`src/rtl/cache_pkg.sv`:
```
// Shared cache-side constants and types used by the memory responder.
package cache_pkg;

    localparam int LINE_BITS   = 128;
    localparam int ADDR_BITS   = 32;
    localparam int WORD_BITS   = 32;
    localparam int BEATS       = LINE_BITS / WORD_BITS;
    localparam int BEAT_BITS   = (BEATS > 1) ? $clog2(BEATS) : 1;
    localparam int OFFSET_BITS = $clog2(LINE_BITS / 8);

    typedef enum logic [1:0] {
        IDLE      = 2'd0,
        WB_BEAT   = 2'd1,
        FILL_BEAT = 2'd2,
        FILL_RESP = 2'd3
    } RespState_t;

    // Tag+index portion of a byte address; the offset is implied zero.
    typedef logic [ADDR_BITS-OFFSET_BITS-1:0] LineAddr_t;

    function automatic logic [ADDR_BITS-1:0] line_base(input logic [ADDR_BITS-1:0] addr);
        LineAddr_t la;
        la = addr[ADDR_BITS-1:OFFSET_BITS];
        return {la, {OFFSET_BITS{1'b0}}};
    endfunction

endpackage

```
`src/rtl/cache_mem_responder_line_beat_buf.sv`:
```
// Line-wide register with full-line load, beat-indexed word write and word read mux.
module line_beat_buf #(
    parameter int LINE_BITS = 128,
    parameter int WORD_BITS = 32,
    parameter int BEAT_BITS = 2
) (
    input  logic                 clk_i,
    input  logic                 rst_ni,
    input  logic                 load_i,
    input  logic [LINE_BITS-1:0] load_line_i,
    input  logic                 wr_i,
    input  logic [BEAT_BITS-1:0] wr_idx_i,
    input  logic [WORD_BITS-1:0] wr_word_i,
    input  logic [BEAT_BITS-1:0] rd_idx_i,
    output logic [WORD_BITS-1:0] rd_word_o,
    output logic [LINE_BITS-1:0] line_o
);

    localparam int NWORDS = LINE_BITS / WORD_BITS;

    logic [NWORDS-1:0][WORD_BITS-1:0] line_q, line_d;

    always_comb begin
        line_d = line_q;
        if (load_i) begin
            line_d = load_line_i;
        end else if (wr_i) begin
            line_d[wr_idx_i] = wr_word_i;
        end
    end

    always_ff @(posedge clk_i or negedge rst_ni) begin
        if (!rst_ni) begin
            line_q <= '0;
        end else begin
            line_q <= line_d;
        end
    end

    assign rd_word_o = line_q[rd_idx_i];
    assign line_o    = line_q;

endmodule

```
`src/rtl/cache_mem_responder.sv`:
```
// Memory-side responder: serialises cache write-backs and fills into word beats.
// Optional write-back bypass for fills is enabled by defining CACHE_MEM_RESP_WB_BYPASS_EN.
module cache_mem_responder #(
    parameter int LINE_BITS = cache_pkg::LINE_BITS,
    parameter int ADDR_BITS = cache_pkg::ADDR_BITS,
    parameter int WORD_BITS = cache_pkg::WORD_BITS
) (
    input  logic                 Clk,
    input  logic                 Rst,
    input  logic [ADDR_BITS-1:0] WrBackAddr,
    input  logic [LINE_BITS-1:0] WrBackData,
    input  logic                 WrBackAddrVal,
    output logic                 WrBackAddrRdy,
    input  logic [ADDR_BITS-1:0] FillAddr,
    input  logic                 FillReq,
    output logic                 FillRdy,
    output logic [LINE_BITS-1:0] FillData,
    output logic                 RdFillEn,
    input  logic                 WrDataRdy,
    output logic                 MemReq,
    output logic                 MemWrEn,
    output logic [ADDR_BITS-1:0] MemAddr,
    output logic [WORD_BITS-1:0] MemWrData,
    input  logic                 MemAck,
    input  logic [WORD_BITS-1:0] MemRdData
);

    import cache_pkg::*;

    localparam int NBEATS     = LINE_BITS / WORD_BITS;
    localparam int NB_W       = (NBEATS > 1) ? $clog2(NBEATS) : 1;
    localparam int OFF_BITS   = $clog2(LINE_BITS / 8);
    localparam int WORD_BYTES = WORD_BITS / 8;
    localparam logic [NB_W-1:0] LAST_BEAT = NB_W'(NBEATS - 1);

    RespState_t             state_q, state_d;
    logic [NB_W-1:0]        beat_q, beat_d;
    logic [ADDR_BITS-1:0]   base_q, base_d;
    logic                   mem_req_q, mem_req_d;
    logic                   mem_wr_en_q, mem_wr_en_d;
    logic [ADDR_BITS-1:0]   mem_addr_q, mem_addr_d;
    logic [WORD_BITS-1:0]   mem_wr_data_q, mem_wr_data_d;
    logic                   rd_fill_en_q, rd_fill_en_d;
    logic                   wb_rdy_q, wb_rdy_d;
    logic                   fill_rdy_q, fill_rdy_d;

    logic                   buf_load;
    logic [LINE_BITS-1:0]   buf_load_line;
    logic                   buf_wr;
    logic [WORD_BITS-1:0]   buf_rd_word;
    logic [LINE_BITS-1:0]   buf_line;

    logic [ADDR_BITS-1:0]   wb_base, fill_base, next_beat_addr;
    logic [NB_W-1:0]        beat_nxt;
    logic                   wb_acc, fill_acc;
    logic                   byp_hit;
    logic [LINE_BITS-1:0]   byp_line;

    assign wb_base   = {WrBackAddr[ADDR_BITS-1:OFF_BITS], {OFF_BITS{1'b0}}};
    assign fill_base = {FillAddr[ADDR_BITS-1:OFF_BITS], {OFF_BITS{1'b0}}};
    assign beat_nxt  = beat_q + NB_W'(1);
    assign next_beat_addr = base_q + ADDR_BITS'(beat_nxt) * ADDR_BITS'(WORD_BYTES);

    // A simultaneous write-back masks fill readiness so the fill is never accepted alongside it.
    assign wb_acc   = (state_q == IDLE) && wb_rdy_q && WrBackAddrVal;
    assign fill_acc = (state_q == IDLE) && fill_rdy_q && FillReq && !WrBackAddrVal;

`ifdef CACHE_MEM_RESP_WB_BYPASS_EN
    logic                 byp_vld_q;
    logic [ADDR_BITS-1:0] byp_addr_q;
    logic [LINE_BITS-1:0] byp_data_q;

    always_ff @(posedge Clk or negedge Rst) begin
        if (!Rst) begin
            byp_vld_q  <= 1'b0;
            byp_addr_q <= '0;
            byp_data_q <= '0;
        end else if (wb_acc) begin
            byp_vld_q  <= 1'b1;
            byp_addr_q <= wb_base;
            byp_data_q <= WrBackData;
        end
    end

    assign byp_hit  = byp_vld_q && (byp_addr_q == fill_base);
    assign byp_line = byp_data_q;
`else
    assign byp_hit  = 1'b0;
    assign byp_line = '0;
`endif

    always_comb begin
        state_d       = state_q;
        beat_d        = beat_q;
        base_d        = base_q;
        mem_req_d     = mem_req_q;
        mem_wr_en_d   = mem_wr_en_q;
        mem_addr_d    = mem_addr_q;
        mem_wr_data_d = mem_wr_data_q;
        rd_fill_en_d  = rd_fill_en_q;
        wb_rdy_d      = wb_rdy_q;
        fill_rdy_d    = fill_rdy_q;
        buf_load      = 1'b0;
        buf_load_line = WrBackData;
        buf_wr        = 1'b0;

        unique case (state_q)
            IDLE: begin
                wb_rdy_d   = 1'b1;
                fill_rdy_d = 1'b1;
                if (wb_acc) begin
                    base_d        = wb_base;
                    beat_d        = '0;
                    buf_load      = 1'b1;
                    mem_req_d     = 1'b1;
                    mem_wr_en_d   = 1'b1;
                    mem_addr_d    = wb_base;
                    mem_wr_data_d = WrBackData[WORD_BITS-1:0];
                    wb_rdy_d      = 1'b0;
                    fill_rdy_d    = 1'b0;
                    state_d       = WB_BEAT;
                end else if (fill_acc) begin
                    base_d     = fill_base;
                    beat_d     = '0;
                    wb_rdy_d   = 1'b0;
                    fill_rdy_d = 1'b0;
                    if (byp_hit) begin
                        buf_load      = 1'b1;
                        buf_load_line = byp_line;
                        rd_fill_en_d  = 1'b1;
                        state_d       = FILL_RESP;
                    end else begin
                        mem_req_d     = 1'b1;
                        mem_wr_en_d   = 1'b0;
                        mem_addr_d    = fill_base;
                        mem_wr_data_d = '0;
                        state_d       = FILL_BEAT;
                    end
                end
            end
            WB_BEAT: begin
                if (MemAck) begin
                    if (beat_q == LAST_BEAT) begin
                        mem_req_d   = 1'b0;
                        mem_wr_en_d = 1'b0;
                        beat_d      = '0;
                        wb_rdy_d    = 1'b1;
                        fill_rdy_d  = 1'b1;
                        state_d     = IDLE;
                    end else begin
                        beat_d        = beat_nxt;
                        mem_addr_d    = next_beat_addr;
                        mem_wr_data_d = buf_rd_word;
                    end
                end
            end
            FILL_BEAT: begin
                if (MemAck) begin
                    buf_wr = 1'b1;
                    if (beat_q == LAST_BEAT) begin
                        mem_req_d    = 1'b0;
                        beat_d       = '0;
                        rd_fill_en_d = 1'b1;
                        state_d      = FILL_RESP;
                    end else begin
                        beat_d     = beat_nxt;
                        mem_addr_d = next_beat_addr;
                    end
                end
            end
            FILL_RESP: begin
                if (WrDataRdy) begin
                    rd_fill_en_d = 1'b0;
                    wb_rdy_d     = 1'b1;
                    fill_rdy_d   = 1'b1;
                    state_d      = IDLE;
                end
            end
            default: begin
                state_d = IDLE;
            end
        endcase
    end

    always_ff @(posedge Clk or negedge Rst) begin
        if (!Rst) begin
            state_q       <= IDLE;
            beat_q        <= '0;
            base_q        <= '0;
            mem_req_q     <= 1'b0;
            mem_wr_en_q   <= 1'b0;
            mem_addr_q    <= '0;
            mem_wr_data_q <= '0;
            rd_fill_en_q  <= 1'b0;
            wb_rdy_q      <= 1'b0;
            fill_rdy_q    <= 1'b0;
        end else begin
            state_q       <= state_d;
            beat_q        <= beat_d;
            base_q        <= base_d;
            mem_req_q     <= mem_req_d;
            mem_wr_en_q   <= mem_wr_en_d;
            mem_addr_q    <= mem_addr_d;
            mem_wr_data_q <= mem_wr_data_d;
            rd_fill_en_q  <= rd_fill_en_d;
            wb_rdy_q      <= wb_rdy_d;
            fill_rdy_q    <= fill_rdy_d;
        end
    end

    line_beat_buf #(
        .LINE_BITS (LINE_BITS),
        .WORD_BITS (WORD_BITS),
        .BEAT_BITS (NB_W)
    ) u_line_buf (
        .clk_i       (Clk),
        .rst_ni      (Rst),
        .load_i      (buf_load),
        .load_line_i (buf_load_line),
        .wr_i        (buf_wr),
        .wr_idx_i    (beat_q),
        .wr_word_i   (MemRdData),
        .rd_idx_i    (beat_nxt),
        .rd_word_o   (buf_rd_word),
        .line_o      (buf_line)
    );

    assign WrBackAddrRdy = wb_rdy_q;
    assign FillRdy       = fill_rdy_q && !WrBackAddrVal;
    assign FillData      = buf_line;
    assign RdFillEn      = rd_fill_en_q;
    assign MemReq        = mem_req_q;
    assign MemWrEn       = mem_wr_en_q;
    assign MemAddr       = mem_addr_q;
    assign MemWrData     = mem_wr_data_q;

endmodule

```
`config.mk`:
```
export PLATFORM = sky130hd
export DESIGN_NAME = cache_mem_responder
export DESIGN_NICKNAME = d
export VERILOG_FILES = /design/src/rtl/cache_pkg.sv /design/src/rtl/cache_mem_responder_line_beat_buf.sv /design/src/rtl/cache_mem_responder.sv
export SDC_FILE = /design/constraint.sdc
export NUM_CORES = 1
export LEC_CHECK = 0
export ABC_CLOCK_PERIOD_IN_PS = 7200
export CAP_MARGIN = 5
export CELL_PAD_IN_SITES_DETAIL_PLACEMENT = 0
export CELL_PAD_IN_SITES_GLOBAL_PLACEMENT = 1
export CORE_MARGIN = 2
export CORE_UTILIZATION = 37
export DETAILED_ROUTE_END_ITERATION = 10
export GPL_TIMING_DRIVEN = 0
export PLACE_DENSITY = 0.91
export RECOVER_POWER = 25
export SLEW_MARGIN = 0
export SYNTH_ARGS = -nofsm -noshare
export SYNTH_HDL_FRONTEND = slang
export SYNTH_HIERARCHICAL = 1
export SYNTH_SLANG_ARGS = --single-unit
```
`constraint.sdc`:
```
create_clock -name Clk -period 7.2 [get_ports Clk]
set_input_delay 1.8 -clock Clk [delete_from_list [all_inputs] [get_ports Clk]]
set_output_delay 1.8 -clock Clk [all_outputs]
set_load 0.005 [all_outputs]
```
==> impl_metrics.py <==
metrics = {
    "outcome": {
        "run_status": "finished with violations",
        "violations": "capacitance limit, slew limit",
    },
    "route": {
        "antenna_left": 0,
        "dr.pass1.iters": 5,
        "drc_errors": 0,
        "top_layer_used": "met5",
        "via_per_inst": 5.55,
        "vias": 11967,
        "route.met2.wl_um": 25200,
        "wl_per_cell_um": 24.1,
        "wl_met1_um": 19300,
        "route.met3.wl_um": 5150,
        "wl_um": 52000,
        "drt-initial-drc-count": 1003,
    },
    "finish": {
        "final_core_util_pct": 55.1,
        "syn_to_final_growth_pct": 45.7,
        "seq_area_um2": 5660,
        "layout.nets": 1923,
        "fillers": 2928,
        "multi_input_area_um2": 5940,
        "drive_above_1_share_pct": 13.4,
    },
    "synthesis": {
        "ys_types": 48,
        "postSynth.asyncResetShare_pct": 100,
        "synth-edff-count": 0,
        "synthTopCellsByCount": "a21oi_1, dfrtp_1, nand2_1",
        "synth_area_leaders": "dfrtp_1, a21oi_1, nor2b_1",
        "yosys.area.top_type": "dfrtp_1",
        "synth_top_area_share_pct": 45.7,
        "yosys_warnings": 6,
        "synth-seq-cells": 226,
        "yosysMostFrequentCell": "a21oi_1",
        "syn_avg_cell_area_um2": 9.97,
        "synth-seq-area-share_pct": 45.7,
        "synthCells": 1240,
        "synth_area_um2": 12400,
        "synth-main-ff-cell": "dfrtp_1",
    },
    "die": {
        "core-area_um2": 32700,
        "fp-row-count": 66,
        "dieHeight_um": 187,
        "die_x_um": 187,
        "io_pins": 427,
        "start_util_pct": 37.8,
        "dieArea_um2": 34900,
    },
    "timing": {
        "worst_pin_slew_ps": 2930,
        "period_share_pct": 75.0,
        "relSlewSlack_pct": -95.2,
        "setup_ws_ps": 1800,
        "finalCriticalPeriod_ps": 5400,
        "rsz0062_at_grt": "no",
        "clock_skew_ps": 25.9,
        "setup_tns_ps": 0,
        "setup_violations": 0,
        "slew_viol_final": 111,
        "max_freq_mhz": 185,
        "final_hold_viol_count": 0,
    },
    "placed_design": {
        "dp_hpwl_um": 38700,
        "place_ws_ps": 1850,
        "gp_congestion": 0.926,
        "port_buffers": 415,
    },
    "critical_path": {
        "rr_worst_depth": 5,
        "cp_data_arrival_time_ps": 3600,
        "critical-path-top-delay-family": "buffers and inverters",
        "crit_buf_inv": 4,
        "cp_data_required_time_ps": 5400,
        "path_max_fanout": 10,
        "worstSetupPathType": "in2out",
        "cp-start-kind": "input pin",
        "max_stage_delay_ps": 640,
        "cp_cell_sequence": "clkdlybuf4s50_1 -> buf_2 -> buf_2 -> nor2b_1 -> clkdlybuf4s50_1",
        "crit_cells": 5,
        "critPathSlowestCell": "clkdlybuf4s50_1",
        "cp-end-kind": "output port",
    },
    "worst_hold_path": {
        "whs_path_depth": 2,
        "worstHoldPathType": "reg2reg",
    },
    "global_route": {
        "grt_pass1_wl_um": 77100,
        "grt.total_usage_pct": 28.9,
        "antenna_found_initial": 13,
        "grt_overflow": 0,
        "grt_pass1_vias": 12181,
        "grt_max_degree": 112,
    },
    "clock_network": {
        "cts_num_sinks": 226,
        "hold_buffers": 0,
        "htree_levels": 1,
        "cts-root-buf": "clkbuf_16",
        "path_clk_slew_ps": 50,
        "post_cts_buffers": 0,
        "cts_buffers": 26,
        "cts_tree": "yes",
        "cts_buffer_depth": 3,
        "post_cts_resized": 0,
        "clock_latency_ps": 540,
    },
    "power_and_ir_drop": {
        "p_leak_nw": 7.55,
        "peakVddDrop_uv": 231,
        "power_density_nw_per_um2": 462,
    },
    "run": {
        "max-cap-violations": 1,
    },
}
==> worst paths after layout <==
| path | endpoint | start | slack (ps) |
|---|---|---|---|
| worst max-delay path | FillRdy | WrBackAddrVal | 1800 |
| worst min register to register | base_q[23] | base_q[23] | 480 |
| worst max register to register | MemWrData[18] | beat_q[0] | 4100 |
| min in group asynchronous | base_q[9] | Rst | 1130 |
| worst min-delay path | base_q[23] | base_q[23] | 480 |
| max in group asynchronous | u_line_buf/line_o[45] | Rst | 2930 |
==> cell usage in the layout (no fill, tap or decap), drive strengths merged, types with 3 or more instances in the layout <==
master,count
mux2i,31
a22o,33
a221oi,30
ha,7
dfrtp,226
clkinv,3
clkbuf,86
diode,10
a311oi,28
mux4,32
nand2b,5
nor2,29
inv,35
o21ai,29
nand2,159
nor2b,131
mux2,62
clkdlybuf4s50,413
buf,72
a21oi,259
==> metrics by stage <==
step,hold WS (ps),total power [W],std cells,cell area (um^2)
final,479,0.00833,2156,18000
after global routing,500,0.00879,2154,18000
after CTS,484,0.00831,2146,18000
after detailed placement,471,0.00691,2100,17100
after global placement,462,0.00680,2098,17100
after floorplan,450,0.00474,1241,12400
==> where the power goes <==
| group | total (W) | internal, W | switching [W] |
|---|---|---|---|
| clock | 0.00138 | 0.000835 | 0.000548 |
| combinational | 0.00455 | 0.00239 | 0.00216 |
| sequential | 0.00239 | 0.00189 | 0.000501 |
==> worst register-to-register path: stages (launching register included) <==
cell and delay, ps:
dfrtp_1 590, ha_1 670, buf_1 790, mux4_2 420, a22o_1 260, mux2_2 270
==> logic make-up after synthesis <==
logic type               share of synthesized area [%]
buffers and inverters                             6.25
other                                           0.0303
adder cells (fa/ha/maj)                          0.708
AO/OA/AOI/OAI                                     19.5
multiplexers                                      14.0
AND/OR/NAND/NOR                                   13.8
flip-flops                                        45.7
==> sequential cells by signal, summed over array words and instances, names as in the netlist <==
signal	flops
MemWrData	32
RdFillEn	1
MemWrEn	1
u_line_buf/line_o	128
state_q	2
base_q	28
MemAddr	30
MemReq	1
fill_rdy_q	1
beat_q	2
==> cell type report <==
type | count | area share, %
Multi-Input combinational cell | 866 | 33.0
Sequential cell | 226 | 31.4
Timing Repair Buffer | 417 | 23.2
Clock buffer | 41 | 4.49
Buffer | 114 | 3.56
Tap cell | 442 | 3.07
Inverter | 35 | 0.729
Clock inverter | 5 | 0.417
Antenna cell | 10 | 0.139
==> per-layer routing <==
| layer | vias up | track usage (%) |
|---|---|---|
| li1 | 5294 | - |
| met1 | 5857 | 35.2 |
| met2 | 693 | 48.7 |
| met3 | 119 | 7.75 |
| met4 | 4 | 11.9 |
| met5 | - | 0 |
(Power assumes the default switching activity.)
